File: src/rtl/ctrl_dmem_unit_pkg.sv
// ----------------------------------------------------------------------------
// ctrl_dmem_unit_pkg
//
// Shared definitions for the single-cycle control decoder and data memory.
//   - Opcode constants for the supported MIPS subset.
//   - Data width of the datapath and memory words.
//   - Packed structs grouping the instruction-class flags and the datapath
//     controls, plus pure helper functions that compute them from an opcode.
// ----------------------------------------------------------------------------
package ctrl_dmem_unit_pkg;

    localparam int unsigned DATA_W = 32;
    localparam int unsigned OP_W   = 6;

    localparam logic [OP_W-1:0] OP_RTYPE = 6'h00;
    localparam logic [OP_W-1:0] OP_LW    = 6'h23;
    localparam logic [OP_W-1:0] OP_SW    = 6'h2B;
    localparam logic [OP_W-1:0] OP_J     = 6'h02;
    localparam logic [OP_W-1:0] OP_BEQ   = 6'h04;

    // Instruction-class flags: one-hot for a recognised opcode, all zero
    // otherwise.
    typedef struct packed {
        logic rtype;
        logic lw;
        logic sw;
        logic jump;
        logic branch;
    } iclass_t;

    // Datapath controls derived from the class flags.
    typedef struct packed {
        logic reg_dst;
        logic alu_src;
        logic reg_write;
        logic mem2reg;
        logic mem_read;
        logic mem_write;
    } ctrl_t;

    function automatic iclass_t decode_class(input logic [OP_W-1:0] op);
        iclass_t c;
        c = '0;
        case (op)
            OP_RTYPE: c.rtype  = 1'b1;
            OP_LW:    c.lw     = 1'b1;
            OP_SW:    c.sw     = 1'b1;
            OP_J:     c.jump   = 1'b1;
            OP_BEQ:   c.branch = 1'b1;
            default:  c        = '0;
        endcase
        return c;
    endfunction

    // Unrecognised opcodes fall out of these equations with ALUSrc=1 and
    // no register or memory write, which is the intended safe behaviour.
    function automatic ctrl_t derive_ctrl(input iclass_t c);
        ctrl_t k;
        k.reg_dst   = c.rtype;
        k.alu_src   = ~(c.rtype | c.branch);
        k.reg_write = c.rtype | c.lw;
        k.mem2reg   = c.lw;
        k.mem_read  = c.lw;
        k.mem_write = c.sw;
        return k;
    endfunction

endpackage

File: src/rtl/ctrl_dmem_unit_dm_array.sv
// ----------------------------------------------------------------------------
// dm_array
//
// DEPTH x DATA_W register array used as the data memory.
//   - Asynchronous clear: every word is forced to zero while reset is high,
//     and writes are ignored for as long as reset stays high.
//   - One combinational read port, one synchronous (rising clk) write port.
//
// Ports:
//   clk      in   1          write clock
//   reset    in   1          asynchronous, active-high clear
//   we_i     in   1          write enable
//   idx_i    in   AW         word index for both read and write
//   wdata_i  in   DATA_W     write data
//   rdata_o  out  DATA_W     contents of word idx_i
// ----------------------------------------------------------------------------
module dm_array
    import ctrl_dmem_unit_pkg::*;
#(
    parameter int unsigned DEPTH = 64,
    parameter int unsigned AW    = $clog2(DEPTH)
) (
    input  logic              clk,
    input  logic              reset,
    input  logic              we_i,
    input  logic [AW-1:0]     idx_i,
    input  logic [DATA_W-1:0] wdata_i,
    output logic [DATA_W-1:0] rdata_o
);

    logic [DATA_W-1:0] mem_q [DEPTH];

    always_ff @(posedge clk or posedge reset) begin
        if (reset) begin
            for (int unsigned i = 0; i < DEPTH; i++) begin
                mem_q[i] <= '0;
            end
        end else if (we_i) begin
            mem_q[idx_i] <= wdata_i;
        end
    end

    // DEPTH is a power of two, so every idx_i value addresses a real word.
    assign rdata_o = mem_q[idx_i];

endmodule

File: src/rtl/ctrl_dmem_unit.sv
// ----------------------------------------------------------------------------
// ctrl_dmem_unit
//
// Single-cycle control decoder plus word-addressed data memory. The opcode
// is decoded combinationally into class flags and datapath controls; the
// same MemRead/MemWrite controls drive an internal data memory indexed by
// the ALU result, which supplies the load value for write-back.
//
// Ports:
//   clk       in   1    system clock, memory writes on rising edge
//   reset     in   1    asynchronous, active-high; clears the memory only
//   opCode    in   6    instruction bits [31:26]
//   addr      in   32   byte address (ALU result); word index addr[AW+1:2]
//   wdata     in   32   store data
//   rtype, lw, sw, jump, branch   out 1 each   instruction-class flags
//   RegDst    out  1    1 = destination rd, 0 = rt
//   ALUSrc    out  1    1 = ALU B operand is the immediate
//   RegWrite  out  1    register-file write enable
//   Mem2Reg   out  1    1 = write-back selects memOut
//   MemRead   out  1    memory read enable
//   MemWrite  out  1    memory write enable
//   memOut    out  32   load data, zero when MemRead is low
// ----------------------------------------------------------------------------
module ctrl_dmem_unit
    import ctrl_dmem_unit_pkg::*;
#(
    parameter int unsigned DEPTH = 64
) (
    input  logic              clk,
    input  logic              reset,
    input  logic [OP_W-1:0]   opCode,
    input  logic [31:0]       addr,
    input  logic [DATA_W-1:0] wdata,
    output logic              rtype,
    output logic              lw,
    output logic              sw,
    output logic              jump,
    output logic              branch,
    output logic              RegDst,
    output logic              ALUSrc,
    output logic              RegWrite,
    output logic              Mem2Reg,
    output logic              MemRead,
    output logic              MemWrite,
    output logic [DATA_W-1:0] memOut
);

    localparam int unsigned AW = $clog2(DEPTH);

    iclass_t           cls;
    ctrl_t             ctl;
    logic [AW-1:0]     mem_idx;
    logic [DATA_W-1:0] mem_rdata;

    // Decode is a pure function of opCode; reset does not touch it.
    always_comb begin
        cls = decode_class(opCode);
        ctl = derive_ctrl(cls);
    end

    assign rtype    = cls.rtype;
    assign lw       = cls.lw;
    assign sw       = cls.sw;
    assign jump     = cls.jump;
    assign branch   = cls.branch;
    assign RegDst   = ctl.reg_dst;
    assign ALUSrc   = ctl.alu_src;
    assign RegWrite = ctl.reg_write;
    assign Mem2Reg  = ctl.mem2reg;
    assign MemRead  = ctl.mem_read;
    assign MemWrite = ctl.mem_write;

    // Byte offset and bits above the array size are dropped: no alignment
    // trap, and addresses wrap modulo DEPTH words.
    assign mem_idx = addr[AW+1:2];

    logic unused_addr_bits;
    assign unused_addr_bits = ^{addr[31:AW+2], addr[1:0]};

    dm_array #(
        .DEPTH (DEPTH),
        .AW    (AW)
    ) u_dm_array (
        .clk     (clk),
        .reset   (reset),
        .we_i    (ctl.mem_write),
        .idx_i   (mem_idx),
        .wdata_i (wdata),
        .rdata_o (mem_rdata)
    );

    assign memOut = ctl.mem_read ? mem_rdata : '0;

endmodule

File: config.mk
export PLATFORM = sky130hd
export DESIGN_NAME = ctrl_dmem_unit
export DESIGN_NICKNAME = d
export VERILOG_FILES = /design/src/rtl/ctrl_dmem_unit_pkg.sv /design/src/rtl/ctrl_dmem_unit_dm_array.sv /design/src/rtl/ctrl_dmem_unit.sv
export SDC_FILE = /design/constraint.sdc
export NUM_CORES = 2
export LEC_CHECK = 0
export CORE_ASPECT_RATIO = 0.8
export CORE_MARGIN = 4
export CORE_UTILIZATION = 65
export DETAILED_ROUTE_END_ITERATION = 12
export GPL_ROUTABILITY_DRIVEN = 0
export PLACE_DENSITY = 0.84
export SYNTH_ARGS = -nofsm -noshare
export SYNTH_HDL_FRONTEND = slang
export SYNTH_SLANG_ARGS = --single-unit
File: constraint.sdc
create_clock -name clk -period 201.7 [get_ports clk]
set_clock_uncertainty 0.1 [all_clocks]
set_input_delay 40.34 -clock clk [delete_from_list [all_inputs] [get_ports clk]]
set_output_delay 40.34 -clock clk [all_outputs]
set_load 0.05 [all_outputs]
Word level (Yosys, flattened, before mapping)
Cells that the tools add are included.
{ "op_classes": {"bitwise": 4, "reduce_logical": 2, "n_lt_le_gt_ge": 2, "eq_ne": 4, "n_mux": 12} }
{ "ops": {"columns": ["cell", "count"], "rows": [
  ["$bwmux W2048", 1],
  ["$bmux W32 S6", 1],
  ["$demux W32 S6", 1],
  ["$mux W32", 4],
  ["$eq A6 B6 Y1 const B", 2],
  ["$ge A7 B7 Y1 const B", 1],
  ["$lt A7 B1 Y1 const B", 1],
  ["$not A6 Y7", 1],
  ["$eq A6 B2 Y1 const B", 1],
  ["$eq A6 B3 Y1 const B", 1],
  ["$logic_not A6 Y1", 1],
  ["$mux W1", 5],
  ["$or A1 B1 Y1", 2],
  ["$logic_and A1 B1 Y1", 1],
  ["$not A1 Y1", 1]
]} }
{ "totals": {"output_inout_bits": 43, "word_cells": 88, "inputBits": 72, "ff_bits": 2048} }

Logic depth before layout (Yosys ltp)
{ "depth": {"word_depth": 6, "depth_mapped": 11, "depth_no_buf": 6} }

Cells and area by module
Synthesis repeated with hierarchy kept, for this count alone.
{ "unflattened": {"hier_cells": 6816, "area_unflattened_um2": 92083.3} }
{ "by_module_without_submodules": {"columns": ["module", "cells_each", "seq_area_each_um2", "area_each_um2", "n_inst"], "rows": [
  ["dm_array", 6765, 51249.2, 91729.2, 1],
  ["ctrl_dmem_unit", 51, 0.0, 354.1, 1]
]} }

Worst setup path before layout
OpenSTA, ideal clock, no wires.
{ "synth_timing": {"path_kind": "input -> output", "startpoint": "in addr[3]", "endpoint": "out memOut[15]", "required_ns": 161.260, "n_path_buf": 5, "cell_stages": 10, "path_slack_ns": 118.445, "arrival_time_ns": 42.815, "path_cell_list": "buf_2 > and2_1 > buf_2 > clkbuf_1 > clkbuf_1 > buf_1 > a221oi_1 > o21ai_0 > a22oi_1 > a31oi_1"} }
{ "synth_between": {"elab_chain_len": 5} }
{ "synth_lines": {"columns": ["item", "line", "source"], "rows": [
  ["from (decl)", "ctrl_dmem_unit.sv:32", "input logic [31:0] addr,"],
  ["$not A6 Y7 (implied by the code)", "ctrl_dmem_unit_dm_array.sv:44", "assign rdata_o = mem_q[idx_i];"],
  ["$bmux W32 S6", "ctrl_dmem_unit_dm_array.sv:44", null],
  ["$mux W32 (implied by the code) (2 in series)", "ctrl_dmem_unit_dm_array.sv:44", null],
  ["$mux W32", "ctrl_dmem_unit.sv:92", "assign memOut = ctl.mem_read ? mem_rdata : '0;"],
  ["to (decl)", "ctrl_dmem_unit.sv:45", "output logic [DATA_W-1:0] memOut"]
]} }
No other way between the ends. The select of a mux whose other input is x is not followed.

Worst setup path after layout
{ "layout_timing": {"startpoint": "in addr[2]", "endpoint": "out memOut[21]"} }
Same word-level chain as after synthesis.

==> flow_metrics.py <==
metrics = {
    "global_routing": {
        "grt_max_degree": 198,
        "antenna_found_initial": 23,
        "grt_pass1_wl_mm": 437,
        "track_usage": 0.399,
        "grt-ovfl-total": 0,
        "grt_pass1_vias": 65643,
    },
    "pwr": {
        "ir_drop_v": 0.00000884,
        "p_per_area_nw_per_um2": 8.32,
        "total_power_mw": 0.833,
        "p_leak_nw": 48.0,
    },
    "clock_tree": {
        "clock_latency_ps": 840,
        "cts_tree": "built",
        "htree_levels": 4,
        "cts_sinks": 2048,
        "cts_setup_buffers": 0,
        "clkTransAtPathRegs_ps": 60,
        "clockBufferDepth": 3,
        "cts.hold.buffers_added": 0,
        "cts_resized": 0,
        "cts_inserted_buffers": 190,
        "clock-root-buffer": "clkbuf_16",
    },
    "placed_design": {
        "dp.cells": 8133,
        "place_ws_ps": 114940,
        "port_buffers": 88,
        "dp_hpwl_mm": 163,
    },
    "critical_path": {
        "worstSetupPathType": "in -> out",
        "startpoint_type": "primary input",
        "required_ps": 161260,
        "arrival_ps": 46730,
        "crit_chain": "buf_8, buf_4, nor2_4, buf_4, buf_4, buf_4, buf_4, a22oi_1, o31ai_1, nor4_1, a41oi_1, clkdlybuf4s50_1",
        "path_max_fanout": 50,
        "cpMostUsedCell": "buf_4",
        "cp-end-kind": "primary output",
        "slowest_stage": "clkdlybuf4s50_1",
        "cpPeakStageDelay_ps": 890,
        "cp_top_family": "buffers and inverters",
        "cp_num_buf_inv": 7,
    },
    "sta": {
        "setup_viol": 0,
        "tightest_slew_ps": 1370,
        "maxSlewHeadroom": 0.0889,
        "min_period_over_period": 0.432,
        "setup_slack_ps": 114530,
        "fmaxAchievable_mhz": 11.5,
        "tns_ps": 0,
        "rsz0062_at_grt": "false",
        "final-hold-violation-count": 0,
        "drv_slew": 0,
        "period_needed_ps": 87170,
    },
    "floorplan": {
        "die_x_um": 429,
        "die_area_um2": 148000,
        "start_util": 0.655,
        "ios": 115,
        "design.core.area_um2": 141000,
        "die_h_um": 345,
        "rows": 123,
    },
    "route": {
        "via_per_inst": 7.57,
        "top_layer": "met5",
        "m1WireLength_mm": 108,
        "drtIter0Drc": 9380,
        "vias": 64248,
        "drtPass1Iterations": 6,
        "post-route-drc-count": 0,
        "wirelength_mm": 298,
        "ant_nets": 0,
        "wl_per_cell_um": 35.1,
        "wl_met3_mm": 41.6,
        "wl_met2_mm": 128,
    },
    "finish": {
        "layout-drive-gt1-share": 0.421,
        "largest_reg_flops": 2048,
        "layout-area-overhead-vs-synth_pct": 8.68,
        "layout_common_cells": "mux2_2 (2126), dfrtp_1 (2048), a221oi_1 (607)",
        "fill_cells": 8800,
        "largest_register": "u_dm_array.mem_q",
        "seqCellArea_um2": 51200,
        "fin_util": 0.712,
        "final_common_cell": "mux2_2",
        "multi_input_area_um2": 38100,
        "nNetsFinal": 6522,
        "reg.largest.list": "u_dm_array.mem_q (2048)",
        "fin_cells": 8487,
    },
    "synthesis": {
        "synth-async-reset-ratio": 1.00,
        "synthFlopType": "dfrtp_1",
        "synth.yosys.seq_area_share": 0.556,
        "synth_edf_count": 0,
        "synth.avg_cell_area_um2": 13.6,
        "netlist_area_um2": 92200,
        "synth_nets": 6837,
        "synthDistinctLibCells": 56,
        "ys_warn_count": 0,
        "synthCells": 6765,
        "ys_seq_elements": 2048,
    },
    "status": {
        "outcome": "completed",
    },
    "flow_run": {
        "maxCapViolCount": 0,
    },
    "hold_path": {
        "hp-class": "reg -> reg",
    },
}
[layout make-up]
cell class              count  share of cell area
multi-input cells        3946               0.381
clock buffers             295              0.0576
repair buffers            256              0.0210
well taps                1875              0.0234
inverters                   8            0.000524
clock inverters            48             0.00521
flip-flops and latches   2048               0.511
diodes                     11            0.000275
[power by group]
part           switching [mW]  internal, mW
Sequential            0.00184         0.414
Combinational          0.0390        0.0113
Clock                   0.159         0.208
Total                   0.200         0.633
[through the flow]
step,instance area (um2),hold WS [ps]
after floorplan,92200,375
final,100000,402
after detailed placement,93900,390
after CTS,100000,404
after global placement,93900,383
after global routing,100000,412
[cells in the mapped netlist, types with 7 or more instances]
cell / n / share of area
o22a_1: 9 / 0.00085
dfrtp_1: 2048 / 0.56
nand2_1: 52 / 0.0021
o2bb2ai_1: 8 / 0.00076
a31oi_1: 13 / 0.00088
o22ai_1: 64 / 0.0043
nor2_1: 320 / 0.013
mux2_2: 2126 / 0.26
clkbuf_1: 432 / 0.018
nor3_1: 8 / 0.00043
o31a_1: 16 / 0.0015
buf_4: 76 / 0.0062
buf_1: 65 / 0.0026
a21oi_1: 72 / 0.0039
a221oi_1: 607 / 0.058
a221o_1: 32 / 0.0035
mux2i_1: 99 / 0.011
mux4_2: 60 / 0.015
nand4_1: 10 / 0.00068
o21ai_0: 180 / 0.0098
buf_2: 190 / 0.010
a22o_1: 61 / 0.0058
a22oi_1: 86 / 0.0070
nand3_1: 26 / 0.0014
and3_1: 7 / 0.00047
a222oi_1: 10 / 0.0011
o211ai_1: 16 / 0.0013
[metal layers]
metal,vias up,track usage
li1,24680,-
met1,33397,0.521
met2,4904,0.579
met3,1249,0.143
met4,18,0.239
met5,-,0.00964
[path summary, 6_finish.rpt]
kind	endpoint	slack, ps	cells past startpoint	from
max	memOut[21]	114530	12	addr[2]
min	u_dm_array.mem_q[1331]	400	1	u_dm_array.mem_q[1331]
max reg2reg	u_dm_array.mem_q[1314]	200790	1	u_dm_array.mem_q[1314]
min reg2reg	u_dm_array.mem_q[1331]	400	1	u_dm_array.mem_q[1331]
max in group asynchronous	u_dm_array.mem_q[1289]	155800	8	reset
min in group asynchronous	u_dm_array.mem_q[217]	40000	2	reset
[kinds of logic (layout without fill, tap and decap cells)]
family | Yosys count | after routing | synth area share
mux | 2285 | 2285 | 0.285
simple gates | 452 | 452 | 0.0204
compound gates | 1209 | 1209 | 0.102
other cells | 0 | 11 | 0
flops | 2048 | 2048 | 0.556
buf+inv | 771 | 607 | 0.0371
(Power assumes the default switching activity.)
